### src/rtl/shift_pkg.sv
// Shared op encodings and geometry helpers for the pipelined barrel shifter.
package shift_pkg;

    localparam int unsigned OP_W = 2;

    typedef logic [OP_W-1:0] shift_op_t;

    localparam shift_op_t SHIFT_SLL = 2'b00;
    localparam shift_op_t SHIFT_SRL = 2'b01;
    localparam shift_op_t SHIFT_SRA = 2'b10;
    localparam shift_op_t SHIFT_ROR = 2'b11;

    // Number of shift layers (distances 1, 2, 4, ...) for an operand width.
    function automatic int unsigned calc_layers(input int unsigned width);
        return $clog2(width);
    endfunction

    // Number of pipeline stages when layers are grouped lps at a time.
    function automatic int unsigned calc_stages(input int unsigned width, input int unsigned lps);
        return (calc_layers(width) + lps - 1) / lps;
    endfunction

endpackage

### src/rtl/shift_layer.sv
// One combinational shift layer: shifts by DIST when enabled, fill chosen by op.
module shift_layer
    import shift_pkg::*;
#(
    parameter int unsigned WIDTH = 64,
    parameter int unsigned DIST  = 1
) (
    input  logic [WIDTH-1:0] data,
    input  logic             enable,
    input  shift_op_t        op,
    input  logic             sign,
    output logic [WIDTH-1:0] data_out
);

    always_comb begin
        data_out = data;
        if (enable) begin
            case (op)
                SHIFT_SLL: data_out = data << DIST;
                SHIFT_SRL: data_out = data >> DIST;
                SHIFT_SRA: data_out = {{DIST{sign}}, data[WIDTH-1:DIST]};
                SHIFT_ROR: data_out = {data[DIST-1:0], data[WIDTH-1:DIST]};
                default:   data_out = data;
            endcase
        end
    end

endmodule

### src/rtl/shift_pipe.sv
// Elastic pipelined barrel shifter (SLL/SRL/SRA/ROR) with valid/ready on both sides.
module shift_pipe
    import shift_pkg::*;
#(
    parameter int unsigned WIDTH            = 64,
    parameter int unsigned LAYERS_PER_STAGE = 2,
    parameter int unsigned TAG_W            = 4
) (
    input  logic             clk,
    input  logic             rst_n,
    input  logic             in_valid,
    output logic             in_ready,
    input  logic [WIDTH-1:0] in_data,
    input  logic [WIDTH-1:0] in_shamt,
    input  shift_op_t        in_op,
    input  logic [TAG_W-1:0] in_tag,
    output logic             out_valid,
    input  logic             out_ready,
    output logic [WIDTH-1:0] out_data,
    output logic             out_zero,
    output logic             out_neg,
    output logic [TAG_W-1:0] out_tag
);

    localparam int unsigned L = calc_layers(WIDTH);
    localparam int unsigned S = calc_stages(WIDTH, LAYERS_PER_STAGE);

    logic [S-1:0]     st_valid;
    logic [WIDTH-1:0] st_data  [S];
    logic [L-1:0]     st_shamt [S];
    shift_op_t        st_op    [S];
    logic             st_sign  [S];
    logic [TAG_W-1:0] st_tag   [S];
    logic             st_zero;
    logic             st_neg;

    logic [S-1:0]     src_valid;
    logic [WIDTH-1:0] src_data  [S];
    logic [L-1:0]     src_shamt [S];
    shift_op_t        src_op    [S];
    logic             src_sign  [S];
    logic [TAG_W-1:0] src_tag   [S];

    logic [WIDTH-1:0] lay_in     [L];
    logic [WIDTH-1:0] lay_out    [L];
    logic [WIDTH-1:0] stage_next [S];
    logic [S-1:0]     take;

    // Shamt bits above L-1 are ignored; the last stage's control fields have no consumer.
    logic unused_shamt_hi;
    logic unused_tail;
    assign unused_shamt_hi = ^in_shamt[WIDTH-1:L];
    assign unused_tail     = ^{st_shamt[S-1], st_op[S-1], st_sign[S-1]};

    // Stage k feeds from the input port (k = 0) or from the previous stage register.
    always_comb begin
        src_valid    = '0;
        src_valid[0] = in_valid;
        src_data[0]  = in_data;
        src_shamt[0] = in_shamt[L-1:0];
        src_op[0]    = in_op;
        src_sign[0]  = in_data[WIDTH-1];
        src_tag[0]   = in_tag;
        for (int k = 1; k < S; k++) begin
            src_valid[k] = st_valid[k-1];
            src_data[k]  = st_data[k-1];
            src_shamt[k] = st_shamt[k-1];
            src_op[k]    = st_op[k-1];
            src_sign[k]  = st_sign[k-1];
            src_tag[k]   = st_tag[k-1];
        end
    end

    // A slot can load if it, or any slot downstream of it, is empty, or the consumer takes the head.
    always_comb begin
        take = '0;
        for (int k = 0; k < S; k++) begin
            take[k] = out_ready;
            for (int j = k; j < S; j++) begin
                if (!st_valid[j]) begin
                    take[k] = 1'b1;
                end
            end
        end
    end

    assign in_ready = take[0];

    for (genvar i = 0; i < L; i++) begin : g_layer
        localparam int unsigned K = i / LAYERS_PER_STAGE;
        if (i % LAYERS_PER_STAGE == 0) begin : g_head
            assign lay_in[i] = src_data[K];
        end else begin : g_chain
            assign lay_in[i] = lay_out[i-1];
        end
        shift_layer #(
            .WIDTH (WIDTH),
            .DIST  (1 << i)
        ) u_layer (
            .data     (lay_in[i]),
            .enable   (src_shamt[K][i]),
            .op       (src_op[K]),
            .sign     (src_sign[K]),
            .data_out (lay_out[i])
        );
    end

    for (genvar k = 0; k < S; k++) begin : g_stage
        localparam int unsigned END_IDX = ((k + 1) * LAYERS_PER_STAGE < L) ?
                                          (k + 1) * LAYERS_PER_STAGE : L;
        assign stage_next[k] = lay_out[END_IDX-1];
    end

    always_ff @(posedge clk or negedge rst_n) begin
        if (!rst_n) begin
            st_valid <= '0;
            st_zero  <= 1'b0;
            st_neg   <= 1'b0;
            for (int k = 0; k < S; k++) begin
                st_data[k]  <= '0;
                st_shamt[k] <= '0;
                st_op[k]    <= SHIFT_SLL;
                st_sign[k]  <= 1'b0;
                st_tag[k]   <= '0;
            end
        end else begin
            for (int k = 0; k < S; k++) begin
                if (take[k]) begin
                    st_valid[k] <= src_valid[k];
                    if (src_valid[k]) begin
                        st_data[k]  <= stage_next[k];
                        st_shamt[k] <= src_shamt[k];
                        st_op[k]    <= src_op[k];
                        st_sign[k]  <= src_sign[k];
                        st_tag[k]   <= src_tag[k];
                    end
                end
            end
            // Flags are registered alongside the final data so they hold through a stall.
            if (take[S-1] && src_valid[S-1]) begin
                st_zero <= (stage_next[S-1] == '0);
                st_neg  <= stage_next[S-1][WIDTH-1];
            end
        end
    end

    assign out_valid = st_valid[S-1];
    assign out_data  = st_data[S-1];
    assign out_tag   = st_tag[S-1];
    assign out_zero  = st_zero;
    assign out_neg   = st_neg;

endmodule

### config.mk
export PLATFORM = sky130hd
export DESIGN_NAME = shift_pipe
export DESIGN_NICKNAME = d
export VERILOG_FILES = /design/src/rtl/shift_pkg.sv /design/src/rtl/shift_layer.sv /design/src/rtl/shift_pipe.sv
export SDC_FILE = /design/constraint.sdc
export NUM_CORES = 1
export LEC_CHECK = 0
export CAP_MARGIN = 20
export CORE_AREA = 8 8 186 188
export DETAILED_ROUTE_END_ITERATION = 6
export DIE_AREA = 0 0 194 196
export GPL_ROUTABILITY_DRIVEN = 0
export PLACE_DENSITY = 0.81
export SLEW_MARGIN = 15
export SYNTH_ARGS = -nofsm -noshare
export SYNTH_HDL_FRONTEND = slang
export SYNTH_HIERARCHICAL = 1
export SYNTH_SLANG_ARGS = --single-unit
### constraint.sdc
create_clock -name clk -period 3 [get_ports clk]
set_input_delay 0.6 -clock clk [delete_from_list [all_inputs] [get_ports clk]]
set_output_delay 0.6 -clock clk [all_outputs]
set_load 0.02 [all_outputs]
# == After elaboration in Yosys (flattened, before gate mapping) ==
# Cells that the tools add are included.
# classes
add_sub_neg,0
n_mul,0
div_mod_pow,0
n_lt_le_gt_ge,0
n_eq_ne,9
n_shift,0
mux,18
bitwise_logic,0
n_reduce_logical,8
# ops
operator,n
$pmux 64 s4,6
$mux 64,6
$logic_not 64->1,1
$eq 2x2->1 const B,6
$eq 2x1->1 const B,3
$logic_not 2->1,3
$mux 1,6
$reduce_and 2->1,3
$logic_and 1x1->1,1
# word_totals
ff_bits,227
latchBits,0
ramBits,0
rom_bits,0
inputBits,138
out_inout_bits,72
elab_cells,52
memories,0

# == Logic depth before layout (Yosys ltp) ==
# Gate-level depths: netlist of the first run.
# depth
word_depth,6
mapped_depth,11
depth_no_buf,9

# == Cells and area by module ==
# The synthesis of the first run kept the hierarchy.
# modules_own_cells
mod,n_inst,cells_each,area_each_um2,seq_area_each_um2
shift_pipe,1,491,8580.7,5505.3
shift_layer (g_layer[2].u_layer),1,294,1761.7,0.0
shift_layer (g_layer[1].u_layer),1,297,1759.2,0.0
shift_layer (g_layer[3].u_layer),1,289,1675.4,0.0
shift_layer (g_layer[5].u_layer),1,260,1546.5,0.0
shift_layer (g_layer[0].u_layer),1,214,1371.3,0.0
shift_layer (g_layer[4].u_layer),1,218,1356.3,0.0

# == Worst setup path after synthesis of the first run ==
# Ideal clock, no wire load.
# synth_timing
path_kind,flip-flop to flip-flop
startpoint,"register st_op, in the netlist src_op[0]"
endpoint,"register st_zero, in the netlist out_zero"
arrival_time_ns,2.148
t_required_ns,2.933
setup_slack_ns,0.785
path_stages_with_launch,11
path_buffers,1
path_cell_list,dfrtp_1 -> nor2_8 -> buf_6 -> mux2i_1 -> a21oi_1 -> mux2i_1 -> o221ai_1 -> nor4_1 -> nand4_1 -> nor4_1 -> a32o_1
# synth_lines
element,line_no,rtl
from (decl),shift_pipe.sv:31,shift_op_t st_op [S];
"from (signal, indexed assignment)",shift_pipe.sv:133,st_op[k] <= src_op[k];
to (signal assigned),shift_pipe.sv:141,st_zero <= (stage_next[S-1] == '0);
to (decl),shift_pipe.sv:34,logic st_zero;

==> results of run 1 <==
[worst max-delay path: stages, from the launching register on]
cell and delay, ns:
dfrtp_1 0.51, and2_1 0.64, a22oi_1 0.19, a21oi_1 0.31, inv_1 0.08, o221ai_1 0.33, nor4_2 0.12, buf_4 0.17
nand4_1 0.14, nor4_1 0.07, a32o_1 0.25
[layer usage]
metal,GRT usage (%),wire length [µm]
met1,31.7,20400
met2,38.9,22100
met3,3.75,3190
met4,12.7,2450
met5,0,0
[final cells by class]
| type | count | area [µm²] |
|---|---|---|
| clock inverters | 10 | 164 |
| multi-input cells | 1529 | 10800 |
| well taps | 408 | 510 |
| fillers | 2574 | 11700 |
| clock buffers | 31 | 636 |
| inverters | 95 | 357 |
| repair buffers | 211 | 2170 |
| flip-flops and latches | 220 | 5530 |
[power by group through the flow]
| stage | logic (mW) | clock network [mW] | registers (mW) |
|---|---|---|---|
| floorplan | 5.62 | 0 | 5.34 |
| global placement | 8.29 | 0 | 5.23 |
| detailed placement | 8.55 | 0 | 5.33 |
| CTS | 8.62 | 3.08 | 5.28 |
| global route | 9.40 | 3.20 | 5.47 |
| finish | 8.75 | 3.04 | 5.31 |
[placed cells by master, fill, tap and decap left out, drive strengths merged]
cell / n
nor2: 281
dfrtp: 220
mux2: 216
or3b: 164
a31oi: 164
o21ai: 164
clkdlybuf4s50: 146
mux2i: 141
a21oi: 110
inv: 98
nand2: 68
buf: 64
o22ai: 63
nand4: 49
o221ai: 32
clkbuf: 32
nand2b: 22
nor4: 16
a22oi: 16
o211ai: 15
bufinv: 4
clkinv: 2
o21a: 2
nand4b: 1
nand3b: 1
or4: 1
a32o: 1
clkinvlp: 1
nand3: 1
and2: 1
[path summary, 6_finish.rpt]
check	start	endpoint	slack, ns	depth (start not counted)
setup / recovery	src_op[0]	out_zero	0.07	10
hold / removal	rst_n	st_valid[0]	0.11	1
setup reg to reg	src_op[0]	out_zero	0.07	10
hold reg to reg	src_tag[1]	src_tag[1]	0.50	1
max in group asynchronous	rst_n	out_data[6]	2.13	2
min in group clk	src_tag[1]	src_tag[1]	0.50	1
[repair_timing]
action / in CTS / in global routing
endpoints found under the setup margin: 0 / 2
endpoints found under the hold margin: 0 / 0
resized for setup: 0 / 2
[flip-flops by register name (all words and copies together), names as in the netlist]
register,flops
out_data,64
src_shamt,6
st_valid,3
src_op,4
lay_in,128
out_zero,1
src_tag,8
out_tag,4
src_sign,2
[cells by family after synthesis]
| group | Yosys count |
|---|---|
| AO/OA/AOI/OAI | 567 |
| multiplexers | 357 |
| buffers and inverters | 314 |
| flip-flops | 220 |
| AND/OR/NAND/NOR | 605 |
==> impl_results.md, run 1 <==
- Final Hold Violating Endpoints: 0
- Syn Nets: 2,201
- Worst setup margin: 0.0713 ns
- Yosys top cell by area: dfrtp_1
- Clock tree from TritonCTS: built
- Avg Inst Size Synth: 8.75 µm²
- Post-Synth Simple-Gate Area: 18.7%
- Wire length of the first global-routing pass: 76.9 mm
- Core Area: 31,900 µm²
- Number of non-filler instances in the completed layout: 2,504
- Power density over the cells: 847 nW/µm²
- Max Clock Freq: 341 MHz
- Dominant combinational cell family by area after synthesis: multiplexers
- Routed len/inst: 19.2 µm
- Xor-xnor portion of the synthesized cell area: 0%
- Fraction of final layout cells with drive strength greater than 1: 16.9%
- Flip-flop cell with the highest count after synthesis: dfrtp_1
- Die height: 196 µm
- Die Width: 194 µm
- CTS root buffer: clkbuf_16
- Power consumption: 17.1 mW
- Count leader, synth: nor2_1
- Power share of the clock group: 17.8%
- Number of enable flip-flop cells after synthesis: 0
- Unique cell type count in the Yosys netlist: 39
- Antenna violations before repair: 0
- Multiplexer fraction of the synthesized cell area: 22.3%
- Final worst path period share: 97.6%
- Post-synthesis share of cell area spent on full adders, half adders and majority gates: 0%
- Type of origin of the critical path: flop
- Switching portion of total power: 42.4%
- Type of the most critical hold path: in -> async
- Most area-consuming cells after synthesis: dfrtp_1, mux2_2, or3b_1
- Worst hold slack after final layout: 0.106 ns
- Number of max-cap violations: 0
- Post-DR vias/cell: 6.36
- Pins over their slew limit: 0
- Combinational Power Share: 51.2%
- Data arrival at the endpoint of the critical path: 3.35 ns
- Status: complete, but fails checks
- Clock tree sinks: 220
- Number of hold buffers added after cts: 0
- Antenna cells: 0
- Fraction of registers with async set or reset after synthesis: 100%
- Flops & latches, synth: 220
- Fraction of synthesized cell area taken by the top area cell type: 30.5%
- Violations in the final reports: DRC
- Placed Cells: 2,463
- Worst clock skew on the final layout: 0.0241 ns
- Overflow after GRT: 0
- Number of buffers inserted by port buffering: 151
- Count of routing violations after the opening detailed-route iteration: 1,642
- Maximum clock insertion buffer count: 3
- Number of buffers inserted to repair setup after CTS: 0
- Maximum fanout encountered on the critical timing path: 13
- All-layer global routing usage: 24.3%
- Internal Power: 9.85 mW
- Commonest cells in the netlist: nor2_1, dfrtp_1, mux2_2
- Syn Std Cell Area: 18,100 µm²
- Worst Setup End Kind: flop
- First-pass detailed-route iteration total: 7
- Number of I/O pins: 210
- Critical Path RT: 3.42 ns
- Worst slack, placed: 0.209 ns
- Layout-stage area growth over the synthesis result: 11.9%
- Worst-skew pair later-pin latency: 0.53 ns
- Die area: 38,000 µm²
- NetSw: 7.26 mW
- Leakage power total: 8.23 nW
- Net count, final: 2,218
- Synth Area in Compound Gates: 18.9%
- Normalized max-slew margin: 40.2%
- Sequential share of power: 31.1%
- Setup tns final: 0 ns
- Half-perimeter wire length after detailed placement: 35.2 mm
- Gate count of the mapped netlist: 2,063
- Largest net degree at the start of global routing: 130
- Critical setup path kind: reg -> reg
- Final Cell Area: 20,200 µm²
- Sequential area share after synthesis: 30.5%
- Overall via count from detail_route: 15.9k
- Number of setup violations in the final report: 0
- Ys Warns: 6
- Number of placement rows: 66
- Wire length after detailed routing: 48.2 mm
- Clock buffer count from CTS: 23
- Placed cell area: 19,400 µm²
- Peak supply drop: 0.581 mV
- Worst Max-Slew Pin Slew: 0.897 ns
- Initial core utilization: 56.6%
- Vias in the first global route: 14.3k
- Clock edge transition at the registers on the reported setup and hold paths: 0.06 ns
- # H-tree levels: 1
- # DRC: 11
- Antenna violation net count after detailed routing: 0
- Shortest clock period the worst path allows after layout: 2.93 ns
- Final core utilization: 63.4%
Note: power is estimated with default switching activity, not from simulation.
==> inputs of run 2 (changes only) <==
SLEW_MARGIN = 20   (was 15)
==> results of run 2 <==
No change in the layout: final DEF, timing and power equal those of run 1.
